`config.mk`:
```
export PLATFORM = sky130hd
export DESIGN_NAME = uart_word_tx
export DESIGN_NICKNAME = d
export VERILOG_FILES = /design/src/rtl/uart_word_tx.sv
export SDC_FILE = /design/constraint.sdc
export NUM_CORES = 1
export LEC_CHECK = 0
export CAP_MARGIN = 10
export CORE_MARGIN = 5
export CORE_UTILIZATION = 56
export CTS_BUF_LIST = sky130_fd_sc_hd__clkbuf_4 sky130_fd_sc_hd__clkbuf_8
export DETAILED_ROUTE_END_ITERATION = 10
export GPL_ROUTABILITY_DRIVEN = 0
export PLACE_DENSITY = 0.83
export SETUP_SLACK_MARGIN = 0.1
export SLEW_MARGIN = 20
export SYNTH_ARGS = -nofsm -noshare
export SYNTH_HDL_FRONTEND = slang
export SYNTH_SLANG_ARGS = --single-unit
```
`constraint.sdc`:
```
create_clock -name clock -period 7.3 [get_ports clock]
set_input_delay 1.46 -clock clock [delete_from_list [all_inputs] [get_ports clock]]
set_output_delay 1.46 -clock clock [all_outputs]
set_load 0.01 [all_outputs]
```
`src/rtl/uart_word_tx.sv`:
```
// uart_word_tx: small word FIFO feeding a UART serialiser, LSB byte first.
// Define UART_TX_PARITY_EN to add an even-parity bit after the data bits.
module uart_word_tx #(
  parameter int DATA_WIDTH = 32,
  parameter int BYTE_WIDTH = 8,
  parameter int FIFO_DEPTH = 4,
  parameter int CLK_FREQ   = 200_000_000,
  parameter int BAUD_RATE  = 115200
) (
  input  logic                  clock,
  input  logic                  reset,
  input  logic                  wr_en,
  input  logic [DATA_WIDTH-1:0] wr_data,
  output logic                  full,
  output logic                  empty,
  output logic                  busy,
  output logic                  word_done,
  output logic                  sig_out
);

  localparam int CPB = CLK_FREQ / BAUD_RATE;
  localparam int CW  = (CPB > 1) ? $clog2(CPB) : 1;
  localparam int NB  = DATA_WIDTH / BYTE_WIDTH;
  localparam int YW  = (NB > 1) ? $clog2(NB) : 1;
  localparam int BW  = (BYTE_WIDTH > 1) ? $clog2(BYTE_WIDTH) : 1;
  localparam int AW  = $clog2(FIFO_DEPTH);

  localparam logic [CW-1:0] RELOAD    = CW'(CPB - 1);
  localparam logic [BW-1:0] LAST_BIT  = BW'(BYTE_WIDTH - 1);
  localparam logic [YW-1:0] LAST_BYTE = YW'(NB - 1);

  typedef enum logic [2:0] {
    IDLE,
    START,
    DATA,
`ifdef UART_TX_PARITY_EN
    PARITY,
`endif
    STOP
  } state_t;

  state_t state, state_n;

  logic [DATA_WIDTH-1:0] mem [FIFO_DEPTH];
  logic [AW:0]           wptr, rptr, wptr_n, rptr_n;
  logic                  push, pop;

  logic [CW-1:0]         cnt, cnt_n;
  logic [BW-1:0]         bit_idx, bit_n, nxt_bit;
  logic [YW-1:0]         byte_idx, byte_n;
  logic [DATA_WIDTH-1:0] shreg, shreg_n;
  logic                  done_n, line_n;

  // full is the registered flag, so a write while full is dropped
  // even when the serialiser pops in the same cycle
  assign push   = wr_en & ~full;
  assign pop    = (state == IDLE) & ~empty;
  assign wptr_n = wptr + {{AW{1'b0}}, push};
  assign rptr_n = rptr + {{AW{1'b0}}, pop};
  assign busy   = (state != IDLE);

  always_ff @(posedge clock) begin
    if (push) mem[wptr[AW-1:0]] <= wr_data;
  end

  always_ff @(posedge clock or negedge reset) begin
    if (!reset) begin
      wptr  <= '0;
      rptr  <= '0;
      full  <= 1'b0;
      empty <= 1'b1;
    end else begin
      wptr  <= wptr_n;
      rptr  <= rptr_n;
      full  <= (wptr_n[AW] != rptr_n[AW]) &&
               (wptr_n[AW-1:0] == rptr_n[AW-1:0]);
      empty <= (wptr_n == rptr_n);
    end
  end

  always_ff @(posedge clock or negedge reset) begin
    if (!reset) begin
      state     <= IDLE;
      cnt       <= '0;
      bit_idx   <= '0;
      byte_idx  <= '0;
      shreg     <= '0;
      word_done <= 1'b0;
      sig_out   <= 1'b1;
    end else begin
      state     <= state_n;
      cnt       <= cnt_n;
      bit_idx   <= bit_n;
      byte_idx  <= byte_n;
      shreg     <= shreg_n;
      word_done <= done_n;
      sig_out   <= line_n;
    end
  end

  assign nxt_bit = bit_idx + 1'b1;

  // line level is registered together with the state it belongs to
  always_comb begin
    state_n = state;
    cnt_n   = cnt;
    bit_n   = bit_idx;
    byte_n  = byte_idx;
    shreg_n = shreg;
    done_n  = 1'b0;
    line_n  = sig_out;
    unique case (state)
      IDLE: begin
        line_n = 1'b1;
        if (!empty) begin
          state_n = START;
          shreg_n = mem[rptr[AW-1:0]];
          byte_n  = '0;
          cnt_n   = RELOAD;
          line_n  = 1'b0;
        end
      end
      START: begin
        if (cnt == '0) begin
          state_n = DATA;
          cnt_n   = RELOAD;
          bit_n   = '0;
          line_n  = shreg[0];
        end else begin
          cnt_n = cnt - 1'b1;
        end
      end
      DATA: begin
        if (cnt == '0) begin
          cnt_n = RELOAD;
          if (bit_idx == LAST_BIT) begin
`ifdef UART_TX_PARITY_EN
            state_n = PARITY;
            line_n  = ^shreg[BYTE_WIDTH-1:0];
`else
            state_n = STOP;
            line_n  = 1'b1;
`endif
          end else begin
            bit_n  = nxt_bit;
            line_n = shreg[nxt_bit];
          end
        end else begin
          cnt_n = cnt - 1'b1;
        end
      end
`ifdef UART_TX_PARITY_EN
      PARITY: begin
        if (cnt == '0) begin
          state_n = STOP;
          cnt_n   = RELOAD;
          line_n  = 1'b1;
        end else begin
          cnt_n = cnt - 1'b1;
        end
      end
`endif
      STOP: begin
        if (cnt == '0) begin
          if (byte_idx == LAST_BYTE) begin
            state_n = IDLE;
            done_n  = 1'b1;
            line_n  = 1'b1;
          end else begin
            state_n = START;
            byte_n  = byte_idx + 1'b1;
            shreg_n = shreg >> BYTE_WIDTH;
            cnt_n   = RELOAD;
            line_n  = 1'b0;
          end
        end else begin
          cnt_n = cnt - 1'b1;
        end
      end
      default: begin
        state_n = IDLE;
        line_n  = 1'b1;
      end
    endcase
  end

endmodule

```
== Word-level counts from Yosys, hierarchy flattened ==
Memory sizes are Yosys's and may differ from the RTL's.
Index checks and enable logic that the tools add are counted.

* Add/subtract/negate cells: 5
* $mul: 0
* Div/mod/pow operators: 0
* $lt $le $gt $ge: 1
* Equality and inequality tests: 16
* Shifts and indexed selects: 0
* Multiplexer cells: 37
* Bitwise operators: 4
* Reductions and logical operators: 13

{| class="wikitable"
|+ Operators by type and width
! kind !! number
|-
| $mux W32 || 3
|-
| $pmux W32 S2 || 1
|-
| $mux W11 || 4
|-
| $pmux W11 S3 || 1
|-
| $mux W3 || 8
|-
| $ne A2 B2 Y1 const B || 7
|-
| $mux W1 || 12
|-
| $pmux W3 S4 || 1
|-
| $logic_not A11 Y1 || 1
|-
| $sub A11 B1 Y11 const B || 1
|-
| $reduce_and A4 Y1 || 2
|-
| $add A3 B1 Y3 || 2
|-
| $eq A3 B2 Y1 const B || 2
|-
| $lt A3 B6 Y1 const B || 1
|-
| $mux W2 || 3
|-
| $pmux W3 S2 || 1
|-
| $reduce_and A3 Y1 || 2
|-
| $reduce_bool A3 Y1 || 2
|-
| $reduce_and A5 Y1 || 1
|-
| $pmux W1 S4 || 1
|-
| $pmux W2 S2 || 1
|-
| $reduce_bool A2 Y1 || 2
|-
| $add A3 B1 Y3 const B || 1
|-
| $bmux W1 S3 || 1
|-
| other kinds (13) || 15
|}

* Flip-flop bits (word level): 61
* Bits in latches: 0
* Bits in writable memories: 128
* Bits in read-only memories: 0
* Output and inout port bits: 5
* Word-level logic and storage cells: 88
* Memories: 1

{| class="wikitable"
|+ Memory list
! memory !! words !! bits a word !! rd ports !! clocked after memory_dff !! wr ports !! RTL line !! source
|-
| mem || 4 || 32 || 1 || 0 || 1 || 44 || <nowiki>logic [DATA_WIDTH-1:0] mem [FIFO_DEPTH];</nowiki>
|}

== Depth between registers and ports, before layout ==
* Word-level depth: 6
* Gate-level depth with buffers: 10

== Worst setup path before layout ==
OpenSTA, ideal clock, no wires.

* Kind: input to register
* Start: input port wr_en
* End: memory mem[0][0], enable pin
* Data arrival time: 4118 ps
* Slack: 2715 ps
* Stages: 2
* Buffers on the path: 0
* Cell sequence: nor2b_1 > nor3b_1

* Cells in the longest elaborated chain, start to end: 3

{| class="wikitable"
|+ Ends and longest elaborated chain
! item !! RTL line !! source
|-
| start: declaration || 12 || <nowiki>input logic wr_en,</nowiki>
|-
| $and A1 B1 Y1 || 56 || <nowiki>assign push = wr_en & ~full;</nowiki>
|-
| $mux W1 || 63 || <nowiki>if (push) mem[wptr[AW-1:0]] <= wr_data;</nowiki>
|-
| $mux W1 (implied by the code) || 63 ||
|-
| end: declaration || 44 ||
|}

Every way passes these cells.

== Worst setup path after layout ==
* Start: register state[0]
* End: output port busy

* Cells in the longest elaborated chain, start to end: 1

{| class="wikitable"
|+ Ends and longest elaborated chain
! item !! RTL line !! source
|-
| start: declaration || 42 || <nowiki>state_t state, state_n;</nowiki>
|-
| start signal: assignment || 91 || <nowiki>state <= state_n;</nowiki>
|-
| $reduce_bool A3 Y1 || 60 || <nowiki>assign busy = (state != IDLE);</nowiki>
|-
| end: declaration || 16 || <nowiki>output logic busy,</nowiki>
|}

Every way passes these cells.

==> results.py <==
metrics = {
    "global_route": {
        "grt_pass1_wl_um": 22600,
        "grt_overflow": 0,
        "grt_use_total_pct": 18.2,
        "grt_pass1_vias": 4316,
        "grt_max_degree": 61,
        "antenna_found_initial": 0,
    },
    "synthesis": {
        "netlist_area_mm2": 0.00765,
        "synth_edf_count": 128,
        "ys_seq_elements": 188,
        "async_flop_share_pct": 31.9,
        "syn_inst": 450,
        "yosysSeqAreaShare_pct": 69.9,
        "synth-warning-count": 0,
        "synthFlopType": "edfxtp_1",
        "ys_types": 49,
        "synth_fp_nets": 499,
        "avgSynthCellArea_um2": 17.0,
    },
    "route": {
        "dr.pass1.iters": 5,
        "ant_nets": 0,
        "detail_route.vias_per_cell": 5.90,
        "wl_um": 13400,
        "vias": 4036,
        "drc_errors": 0,
        "drt_iter0_markers": 307,
        "avgRoutedWirePerCell_um": 19.6,
    },
    "setup_path": {
        "critPathRequiredTime_ns": 5.84,
        "path_cells": "inv_1, ha_1, inv_1, clkdlybuf4s50_1",
        "critPathKind": "register to output port",
        "cpMaxStageDelayCell": "clkdlybuf4s50_1",
        "worst-path-max-fanout": 9,
        "endpoint_kind": "output port",
        "cp-start-kind": "register",
        "slowest_delay_ns": 0.49,
        "cp_data_arrival_time_ns": 1.97,
        "cp_common_cell": "inv_1",
    },
    "clocking": {
        "htree_num_levels": 4,
        "cts_inserted_buffers": 17,
        "postCtsSetupBuffers": 0,
        "clk_latency_ns": 0.45,
        "cts.path.max_buffers": 2,
        "cts_resized": 0,
        "tritoncts": "done",
        "cts_hold_buf": 0,
        "clock-root-buffer": "clkbuf_8",
        "clk_pin_slew_worst_paths_ns": 0.09,
        "clkSinkCount": 188,
    },
    "floorplan": {
        "chipWidth_um": 127,
        "core_mm2": 0.0133,
        "row_count": 42,
        "die_h_um": 127,
        "start_util_pct": 57.5,
        "die_area_mm2": 0.0161,
        "num_io_pins": 40,
    },
    "sta": {
        "hold_viol_final": 0,
        "worstMarginPinSlew_ns": 0.866,
        "relSlewSlack_pct": 41.5,
        "fin_crit_sh_pct": 47.0,
        "setup_viol": 0,
        "maxClockFrequency_mhz": 292,
        "timing.setup.tns_ns": 0,
        "skew_ns": 0.00767,
        "drv_slew": 0,
        "min_period_ns": 3.43,
        "rsz0062_at_grt": "false",
    },
    "power": {
        "power.density_mw_per_mm2": 273,
        "vdd_drop_max_mv": 0.268,
        "leakagePower_nw": 3.07,
    },
    "final_layout": {
        "nFillCells": 909,
        "drive_gt1_share_pct": 17.1,
        "final_common_cell": "edfxtp_1",
        "final_area_mm2": 0.00870,
        "syn_to_final_growth_pct": 13.7,
        "final_cell_mix": "edfxtp_1, dfrtp_1, a21oi_1",
        "layout.nets": 544,
        "diodes": 0,
    },
    "flow_run": {
        "maxCapViolations": 0,
    },
    "place": {
        "place_area_mm2": 0.00824,
        "hpwl_um": 8520,
        "port_buffers": 39,
    },
    "run_status": {
        "status": "finished, final reports clean",
    },
    "min_path": {
        "min_path_type": "register to register",
    },
}
==> path summary, 6_finish.rpt <==
kind                            depth (start not counted)  slack [ns]     start          to
min in group asynchronous                               2        1.16     reset  bit_idx[2]
max in group asynchronous                               2        5.60     reset     rptr[0]
worst max register to register                          5        4.41    cnt[6]    shreg[9]
worst min-delay path                                    1        0.49   wptr[2]     wptr[2]
worst max-delay path                                    4        3.87  state[0]        busy
worst min register to register                          1        0.49   wptr[2]     wptr[2]
==> cell usage after synthesis, drive strengths merged (2+ instances only) <==
cell      n  share of area, %
a21oi    53               3.5
a31oi     2              0.16
o21a      3              0.29
nand4     2              0.16
o31ai     2              0.20
xor2      3              0.34
nand2b    3              0.25
o41ai     2              0.47
mux2i    25               3.3
nand3     6              0.39
nand2     9              0.44
inv       9              0.44
nor4      3              0.25
or3       5              0.41
nor2      7              0.34
a22o     11               1.3
nor2b     3              0.25
dfstp     2              0.69
and3      2              0.16
buf      10              0.67
or2       2              0.16
ha       14               2.3
o21ai    10              0.65
o311ai    2              0.23
clkbuf   12              0.59
or4       4              0.39
edfxtp  128                50
dfrtp    58                19
xnor2     3              0.34
mux4     34                10
and2      2              0.16
nor3      5              0.33
==> flip-flops by register name, indices dropped and copies added, names as in the netlist <==
register and cells:
mem 128, shreg 32, cnt 11, bit_idx 3, rptr 3, wptr 3
byte_idx 2, state 2, empty 1, full 1, sig_out 1, word_done 1
==> critical path, delay by kind of cell, from the launching register on <==
kind	cells	cell delay [ns]
fa+ha+maj	1	0.35
buf+inv	3	0.74
flops	1	0.42
==> report_power, final <==
part           total (mW)  internal (mW)  switching (mW)
registers            1.36           1.32          0.0490
logic               0.246          0.101           0.144
clock network       0.765          0.414           0.351
total                2.38           1.83           0.545
==> layout make-up <==
| type | count | area, um2 | area share, % |
|---|---|---|---|
| Clock buffer | 18 | 241 | 2.78 |
| Clock inverter | 14 | 216 | 2.49 |
| Inverter | 9 | 33.8 | 0.388 |
| Multi-Input combinational cell | 231 | 2180 | 25.1 |
| Sequential cell | 188 | 5350 | 61.5 |
| Tap cell | 176 | 220 | 2.53 |
| Timing Repair Buffer | 48 | 453 | 5.21 |
==> cell families (layout without fill, tap and decap cells) <==
| group | after synthesis | after routing | share of synthesized area [%] |
|---|---|---|---|
| muxes | 60 | 60 | 13.4 |
| DFF | 188 | 188 | 69.9 |
| AOI/OAI and AO/OA | 94 | 94 | 7.84 |
| adders and majority gates | 14 | 14 | 2.29 |
| buffers and inverters | 31 | 89 | 1.70 |
| and+or+nand+nor | 57 | 57 | 4.12 |
| xor gates and xnor gates | 6 | 6 | 0.687 |
==> per-layer routing <==
metal,share of wire (%),vias to the layer above,GRT usage [%],routed length [um]
met5,0,-,0,0
met4,1.8,0,6.06,241
met3,3.8,23,4.83,508
met2,53,79,31.2,7170
met1,41,2052,22.7,5510
li1,-,1882,-,-
==> stage by stage <==
| stage | cells | hold WS [ns] | worst slack [ns] | power (mW) | utilization (%) |
|---|---|---|---|---|---|
| floorplan | 450 | 0.446 | 2.71 | 1.52 | - |
| global placement | 652 | 0.462 | 4.10 | 1.62 | 61.9 |
| detailed placement | 652 | 0.467 | 4.05 | 1.64 | 62.0 |
| CTS | 684 | 0.482 | 3.86 | 2.40 | 65.4 |
| global route | 684 | 0.496 | 3.76 | 2.49 | 65.4 |
| finish | 684 | 0.487 | 3.87 | 2.38 | 65.4 |
No activity file was read; power rests on OpenSTA's default activity.
